## config.mk

```make
export PLATFORM = sky130hd
export DESIGN_NAME = bp_cce_dir_entry_writer
export DESIGN_NICKNAME = d
export VERILOG_FILES = /design/src/rtl/bp_cce_pkg.sv /design/src/rtl/bp_cce_dir_row_merge.sv /design/src/rtl/bp_cce_dir_entry_writer.sv
export SDC_FILE = /design/constraint.sdc
export NUM_CORES = 1
export LEC_CHECK = 0
export CAP_MARGIN = 20
export CORE_AREA = 2 2 599 601
export DETAILED_ROUTE_END_ITERATION = 10
export DIE_AREA = 0 0 601 603
export GPL_TIMING_DRIVEN = 1
export SLEW_MARGIN = 20
export SYNTH_ARGS = -nofsm -noshare
export SYNTH_HDL_FRONTEND = slang
export SYNTH_SLANG_ARGS = --single-unit
```

## constraint.sdc

```tcl
create_clock -name clk_i -period 1.71 [get_ports clk_i]
set_input_delay 0.342 -clock clk_i [delete_from_list [all_inputs] [get_ports clk_i]]
set_output_delay 0.342 -clock clk_i [all_outputs]
set_load 0.03 [all_outputs]
```

## src/rtl/bp_cce_pkg.sv

```systemverilog
// Shared types for the CCE directory write path: command opcodes, coherence
// states, and the directory entry layout macro.
`ifndef BSG_SAFE_CLOG2
`define BSG_SAFE_CLOG2(x) (((x) == 1) ? 1 : $clog2(x))
`endif

`ifndef BP_COH_BITS
`define BP_COH_BITS 3
`endif

// Entry layout is {tag, state}; state sits in the LSBs of each row slot.
`define DECLARE_BP_CCE_DIR_ENTRY_S(tag_width_mp) \
  typedef struct packed { \
    logic [tag_width_mp-1:0] tag; \
    bp_coh_states_e          state; \
  } bp_cce_dir_entry_s

package bp_cce_pkg;

  typedef enum logic [1:0] {
    e_dir_wr_entry = 2'b00,
    e_dir_wr_state = 2'b01,
    e_dir_inv_way  = 2'b10,
    e_dir_inv_set  = 2'b11
  } bp_cce_dir_wr_op_e;

  typedef enum logic [2:0] {
    e_COH_I = 3'b000,
    e_COH_S = 3'b001,
    e_COH_E = 3'b010,
    e_COH_F = 3'b011,
    e_COH_M = 3'b110,
    e_COH_O = 3'b111
  } bp_coh_states_e;

endpackage

```

## src/rtl/bp_cce_dir_row_merge.sv

```systemverilog
// Combinational merge of one directory command into a two-tag-set row.
// mask_en_p = 1 produces a field mask; otherwise the mask is all-ones.
module bp_cce_dir_row_merge
  import bp_cce_pkg::*;
  #(parameter int assoc_p     = 8,
    parameter int tag_width_p = 28,
    parameter bit mask_en_p   = 1'b0,
    localparam int lg_assoc_lp    = `BSG_SAFE_CLOG2(assoc_p),
    localparam int entry_width_lp = tag_width_p + `BP_COH_BITS,
    localparam int row_width_lp   = 2 * assoc_p * entry_width_lp)
  (input  logic [row_width_lp-1:0] row_i,
   input  logic                    sel_i,
   input  logic [lg_assoc_lp-1:0]  way_i,
   input  logic [1:0]              op_i,
   input  logic [tag_width_p-1:0]  tag_i,
   input  logic [2:0]              state_i,
   output logic [row_width_lp-1:0] row_o,
   output logic [row_width_lp-1:0] mask_o);

  `DECLARE_BP_CCE_DIR_ENTRY_S(tag_width_p);

  bp_coh_states_e new_state;
  assign new_state = (op_i == e_dir_wr_entry || op_i == e_dir_wr_state)
                   ? bp_coh_states_e'(state_i) : e_COH_I;

  for (genvar gi = 0; gi < 2 * assoc_p; gi++) begin : g_entry
    localparam int set_lp = gi / assoc_p;
    localparam int way_lp = gi % assoc_p;

    bp_cce_dir_entry_s old_entry, new_entry;
    logic hit, tag_hit;

    assign old_entry = row_i[gi*entry_width_lp +: entry_width_lp];
    assign hit = (sel_i == 1'(set_lp))
              && ((op_i == e_dir_inv_set) || (way_i == lg_assoc_lp'(way_lp)));
    assign tag_hit = hit && (op_i == e_dir_wr_entry);

    always_comb begin
      new_entry = old_entry;
      if (tag_hit) new_entry.tag = tag_i;
      if (hit) new_entry.state = new_state;
    end

    assign row_o[gi*entry_width_lp +: entry_width_lp] = new_entry;

    if (mask_en_p) begin : g_mask
      assign mask_o[gi*entry_width_lp +: entry_width_lp] =
        {{tag_width_p{tag_hit}}, {`BP_COH_BITS{hit}}};
    end else begin : g_no_mask
      assign mask_o[gi*entry_width_lp +: entry_width_lp] = '1;
    end
  end

endmodule

```

## src/rtl/bp_cce_dir_entry_writer.sv

```systemverilog
// Directory entry writer: read-modify-write of one directory RAM row per command.
// Define BP_CCE_DIR_WMASK_EN for the masked single-write variant (no read).
module bp_cce_dir_entry_writer
  import bp_cce_pkg::*;
  #(parameter int num_way_groups_p   = 64,
    parameter int num_lce_p          = 8,
    parameter int assoc_p            = 8,
    parameter int tag_width_p        = 28,
    parameter int tag_sets_per_row_p = 2,
    localparam int lg_num_way_groups_lp = `BSG_SAFE_CLOG2(num_way_groups_p),
    localparam int lg_num_lce_lp        = `BSG_SAFE_CLOG2(num_lce_p),
    localparam int lg_assoc_lp          = `BSG_SAFE_CLOG2(assoc_p),
    localparam int rows_per_set_lp      = num_lce_p / 2,
    localparam int entry_width_lp       = tag_width_p + `BP_COH_BITS,
    localparam int row_width_lp         = 2 * assoc_p * entry_width_lp,
    localparam int addr_width_lp        = `BSG_SAFE_CLOG2(num_way_groups_p*rows_per_set_lp))
  (input  logic                            clk_i,
   input  logic                            reset_n_i,
   input  logic                            cmd_v_i,
   output logic                            cmd_ready_o,
   input  logic [1:0]                      cmd_op_i,
   input  logic [lg_num_way_groups_lp-1:0] set_i,
   input  logic [lg_num_lce_lp-1:0]        lce_i,
   input  logic [lg_assoc_lp-1:0]          way_i,
   input  logic [tag_width_p-1:0]          tag_i,
   input  logic [2:0]                      state_i,
   output logic                            done_o,
   output logic                            ram_v_o,
   output logic                            ram_w_o,
   output logic [addr_width_lp-1:0]        ram_addr_o,
   output logic [row_width_lp-1:0]         ram_data_o,
   output logic [row_width_lp-1:0]         ram_mask_o,
   input  logic [row_width_lp-1:0]         ram_data_i);

  if (num_lce_p % 2 != 0) begin : g_bad_lce
    $error("num_lce_p must be even");
  end
  if (tag_sets_per_row_p != 2) begin : g_bad_ts
    $error("only two tag sets per row are supported");
  end

  typedef enum logic [1:0] {e_idle, e_rd, e_mod, e_wr} state_e;

  state_e                   state_q, state_d;
  logic                     ready_q, ready_d;
  logic                     ram_v_q, ram_v_d;
  logic                     ram_w_q, ram_w_d;
  logic                     done_q, done_d;
  logic [addr_width_lp-1:0] addr_q, addr_d;
  logic [row_width_lp-1:0]  data_q, data_d;

  logic [addr_width_lp-1:0] cmd_addr;
  logic                     accept;
  logic [row_width_lp-1:0]  merge_row, merge_mask;
  logic [row_width_lp-1:0]  m_row;
  logic                     m_sel;
  logic [lg_assoc_lp-1:0]   m_way;
  logic [1:0]               m_op;
  logic [tag_width_p-1:0]   m_tag;
  logic [2:0]               m_state;

  // Two LCEs share a row, so the row index within a set is lce/2.
  assign cmd_addr = addr_width_lp'(set_i) * addr_width_lp'(rows_per_set_lp)
                  + addr_width_lp'(lce_i >> 1);
  assign accept = cmd_v_i & ready_q;

`ifdef BP_CCE_DIR_WMASK_EN
  logic [row_width_lp-1:0] mask_q, mask_d;

  // Merging into an all-zero row leaves only the new field values.
  assign m_row   = '0;
  assign m_sel   = lce_i[0];
  assign m_way   = way_i;
  assign m_op    = cmd_op_i;
  assign m_tag   = tag_i;
  assign m_state = state_i;
  assign ram_mask_o = mask_q;
`else
  logic                   sel_q, sel_d;
  logic [lg_assoc_lp-1:0] way_q, way_d;
  logic [1:0]             op_q, op_d;
  logic [tag_width_p-1:0] tag_q, tag_d;
  logic [2:0]             coh_q, coh_d;

  assign m_row   = ram_data_i;
  assign m_sel   = sel_q;
  assign m_way   = way_q;
  assign m_op    = op_q;
  assign m_tag   = tag_q;
  assign m_state = coh_q;
  assign ram_mask_o = merge_mask;
`endif

  bp_cce_dir_row_merge #(
`ifdef BP_CCE_DIR_WMASK_EN
    .mask_en_p  (1'b1),
`else
    .mask_en_p  (1'b0),
`endif
    .assoc_p    (assoc_p),
    .tag_width_p(tag_width_p)
  ) u_merge (
    .row_i  (m_row),
    .sel_i  (m_sel),
    .way_i  (m_way),
    .op_i   (m_op),
    .tag_i  (m_tag),
    .state_i(m_state),
    .row_o  (merge_row),
    .mask_o (merge_mask)
  );

  always_comb begin
    state_d = state_q;
    ready_d = ready_q;
    ram_v_d = 1'b0;
    ram_w_d = 1'b0;
    done_d  = 1'b0;
    addr_d  = addr_q;
    data_d  = data_q;
`ifdef BP_CCE_DIR_WMASK_EN
    mask_d  = mask_q;
`else
    sel_d   = sel_q;
    way_d   = way_q;
    op_d    = op_q;
    tag_d   = tag_q;
    coh_d   = coh_q;
`endif
    unique case (state_q)
      e_idle: begin
        if (accept) begin
          ready_d = 1'b0;
          addr_d  = cmd_addr;
          ram_v_d = 1'b1;
`ifdef BP_CCE_DIR_WMASK_EN
          state_d = e_wr;
          ram_w_d = 1'b1;
          done_d  = 1'b1;
          data_d  = merge_row;
          mask_d  = merge_mask;
`else
          state_d = e_rd;
          sel_d   = lce_i[0];
          way_d   = way_i;
          op_d    = cmd_op_i;
          tag_d   = tag_i;
          coh_d   = state_i;
`endif
        end
      end
      e_rd: state_d = e_mod;
      e_mod: begin
        // Read data for the row is on ram_data_i this cycle.
        state_d = e_wr;
        data_d  = merge_row;
        ram_v_d = 1'b1;
        ram_w_d = 1'b1;
        done_d  = 1'b1;
      end
      e_wr: begin
        state_d = e_idle;
        ready_d = 1'b1;
      end
      default: state_d = e_idle;
    endcase
  end

  always_ff @(posedge clk_i or negedge reset_n_i) begin
    if (!reset_n_i) begin
      state_q <= e_idle;
      ready_q <= 1'b1;
      ram_v_q <= 1'b0;
      ram_w_q <= 1'b0;
      done_q  <= 1'b0;
      addr_q  <= '0;
      data_q  <= '0;
`ifdef BP_CCE_DIR_WMASK_EN
      mask_q  <= '0;
`else
      sel_q   <= 1'b0;
      way_q   <= '0;
      op_q    <= '0;
      tag_q   <= '0;
      coh_q   <= '0;
`endif
    end else begin
      state_q <= state_d;
      ready_q <= ready_d;
      ram_v_q <= ram_v_d;
      ram_w_q <= ram_w_d;
      done_q  <= done_d;
      addr_q  <= addr_d;
      data_q  <= data_d;
`ifdef BP_CCE_DIR_WMASK_EN
      mask_q  <= mask_d;
`else
      sel_q   <= sel_d;
      way_q   <= way_d;
      op_q    <= op_d;
      tag_q   <= tag_d;
      coh_q   <= coh_d;
`endif
    end
  end

  assign cmd_ready_o = ready_q;
  assign ram_v_o     = ram_v_q;
  assign ram_w_o     = ram_w_q;
  assign done_o      = done_q;
  assign ram_addr_o  = addr_q;
  assign ram_data_o  = data_q;

endmodule

```

==> results.md <==
- Final hold violation count: 0
- Synth Area per Inst: 8.58 sq um
- Max-Cap Viols: 0
- Met1 Resource Use GR: 16.4%
- Drt total wl: 276 mm
- CTS clk-pin slew, worst paths: 0.06 ns
- Area of the multi-input gates: 0.0135 sq mm
- Worst path cell trace: or4b_4, buf_12, o21ai_0, buf_4, a31oi_1
- Root buffer cell: clkbuf_16
- Register Area: 0.0137 sq mm
- Detailed placement HPWL: 223 mm
- Nets: 5297
- Synth Register Bits: 546
- Vias/cell: 3.42
- Synth Warn #: 0
- Clock Path Buffers: 4
- Setup Skew: 0.0715 ns
- Final Setup Violations: 699
- CTS Buf Count: 81
- Asr flop ratio synth: 100%
- Period utilization: 118%
- Max Slew Vio Count: 0
- Post-route ant nets: 0
- Final min period: 2.01 ns
- Critical Path Max Stage Delay: 0.61 ns
- Initial antenna violation count: 99
- Cell Pwr Density: 2320 mW/mm^2
- Die Y-Extent: 603 um
- Outcome: finished, violations left
- Final non-filler cell total: 9632
- Vias in the first global route: 30065
- Inst Count DP: 9295
- Core Region: 0.355 sq mm
- Port bufs: 1051
- Unrepaired setup endpoints after global routing: true
- Met3 Resource Use GR: 6.63%
- Most frequent cells in the layout: 542 x clkdlybuf4s50_1, 507 x dfrtp_1, 496 x conb_1, 450 x nor2_1, 443 x a31oi_1
- Setup ws final: -0.303 ns
- CTS Sinks: 546
- Slew headroom: 53.5%
- Min-delay worst type: in2reg
- DRT Pass-1 Iters: 6
- Part of the Yosys area used for sequential elements: 45.7%
- Worst endpoint required time: 2.34 ns
- Commonest non-fill, non-tap cell in the layout: clkdlybuf4s50_1
- GR Util All Layers: 14.0%
- Hold slack final: 0.109 ns
- Row cnt: 219
- Insertion delay to the later sink of the worst-skew pair: 0.80 ns
- CP Capture Type: flip-flop
- Top cells by area, synth: dfrtp_1 46%, buf_4 13%, a31oi_1 9.4%
- Die footprint: 0.362 sq mm
- Synth cell types: 43
- Critical path startpoint category: flip-flop
- Arr. time, crit path: 2.65 ns
- Leading area contributor after synthesis: dfrtp_1
- CTS tree: built
- P_leak: 21.0 nW
- Layout cells sized above 1: 27.3%
- CP max-delay cell: or4b_4
- H-tree levels: 3
- M2 GR Usage: 22.1%
- Mapped cell area: 0.0299 sq mm
- Top Ports: 1548
- Gate Count Post-Synth: 3482
- WL per Instance: 28.7 um
- Crit path max fanout: 47
- Area Growth Syn to Fin: 80.6%
- DIE WIDTH: 601 um
- Worst-Margin Slew: 0.698 ns
- 1st-iter DRT viols: 3869
- Post-route DRC: 0
- Post-synth top flop: dfrtp_1
- Fillcell total: 40099
- Busiest grt layer: met2
- Post-synth EDFFs: 0
- Initial core utilization: 8.41%
- Grt total ovfl: 0
- First-pass GRT wire length: 332 mm
- DR vias: 32931
- Kind of critical path: reg2reg
- Max VDD drop: 1.02 mV
- Fmax achieved: 497 MHz
- Placer Congestion: 0.921
- Failing checks: setup timing
- Largest net degree at the start of global routing: 65
- Yosys top cell area share: 45.6%
## final cells by class
| class | instances | area share (%) |
|---|---|---|
| antenna | 71 | 0.329 |
| clock buffer | 106 | 4.17 |
| clock inverter | 37 | 0.705 |
| inverter | 10 | 0.0696 |
| multi-input combinational | 2576 | 25.1 |
| sequential | 546 | 25.4 |
| tap | 4751 | 11.0 |
| timing repair buffer | 1535 | 33.2 |
## report_power, final
| part | internal (mW) | switching, mW | total [mW] | leakage [nW] |
|---|---|---|---|---|
| Sequential | 19.7 | 8.02 | 27.7 | 6.10 |
| Clock | 9.97 | 7.38 | 17.3 | 1.31 |
| Combinational | 29.7 | 50.4 | 80.1 | 13.6 |
| Total | 59.4 | 65.8 | 125 | 21.0 |
## worst paths after layout
check / start / end / cells after the start / slack (ns)
worst max-delay path: m_op[1] / ram_data_o[396] / 5 / -0.30
worst min-delay path: ram_data_i[15] / ram_data_o[15] / 3 / 0.11
worst max register to register: m_op[1] / ram_data_o[396] / 5 / -0.30
worst min register to register: ram_addr_o[2] / ram_addr_o[2] / 1 / 0.51
max in group asynchronous: reset_n_i / ram_data_o[20] / 4 / 0.89
min in group asynchronous: reset_n_i / ram_data_o[192] / 3 / 0.14
## cells by family after synthesis
| group | Yosys count | share of synthesized area (%) |
|---|---|---|
| other | 1 | 0.0125 |
| buffers and inverters | 855 | 17.2 |
| adders and majority gates | 3 | 0.126 |
| and+or+nand+nor | 1021 | 15.4 |
| DFF | 546 | 45.7 |
| muxes | 46 | 1.73 |
| AOI/OAI and AO/OA | 1010 | 19.8 |
## what timing repair did
action | in CTS | in global routing
hold buffers | 3 | 0
setup endpoints to repair | 996 | 944
endpoints found under the hold margin | 214 | 0
gates resized for setup | 1651 | 219
buffers inserted | 75 | 17
pin swaps | 23 | 74
gates cloned | 3 | 26
## synth_stat cells, types with 4 or more instances
cell,n
a21bo_2,4
buf_4,498
nor2_1,451
o21ai_0,442
a311o_1,42
inv_1,10
buf_1,17
clkbuf_1,280
nand2b_1,4
and3b_1,27
a31oi_1,450
buf_2,49
mux2_2,46
o21ai_1,6
nand2_1,184
a21oi_1,47
and3_1,19
dfrtp_1,545
nor2b_1,44
nand4bb_1,4
nand3_1,269
## critical path, delay by kind of cell, from the launching register on
family,cells,cell delay [ns]
buffers and inverters,2,0.36
AOI/OAI and AO/OA,2,0.31
DFF,1,0.44
and+or+nand+nor,1,0.61
## layer usage
metal | vias to the layer above | part of all wire, % | routed length, um
met3 | 463 | 13 | 34600
met2 | 2103 | 44 | 123000
met4 | 22 | 4.7 | 13000
li1 | 13893 | - | -
met5 | - | 0.052 | 144
met1 | 16450 | 38 | 106000
## sequential cells by signal (all words and copies together) (netlist names), 2 cells and up
signal,flops
state_q,2
ram_addr_o,8
m_op,2
coh_q,3
m_tag,28
ram_data_o,496
m_way,3
## per-stage QoR
step / area [sq um] / setup slack (ns) / setup TNS [ns] / power (mW) / utilization, %
4_1_cts: 52400 / -0.313 / -126.94 / 124 / 14.7
3_3_place_gp: 48600 / -0.354 / -82.30 / 103 / 13.7
3_5_place_dp: 48600 / -0.379 / -93.97 / 104 / 13.7
5_1_grt: 53900 / -0.344 / -144.29 / 131 / 15.2
2_1_floorplan: 31900 / -0.0457 / -21.78 / 55.0 / -
6_report: 54000 / -0.303 / -86.85 / 125 / 15.2
Note: power is estimated with default switching activity, not from simulation.
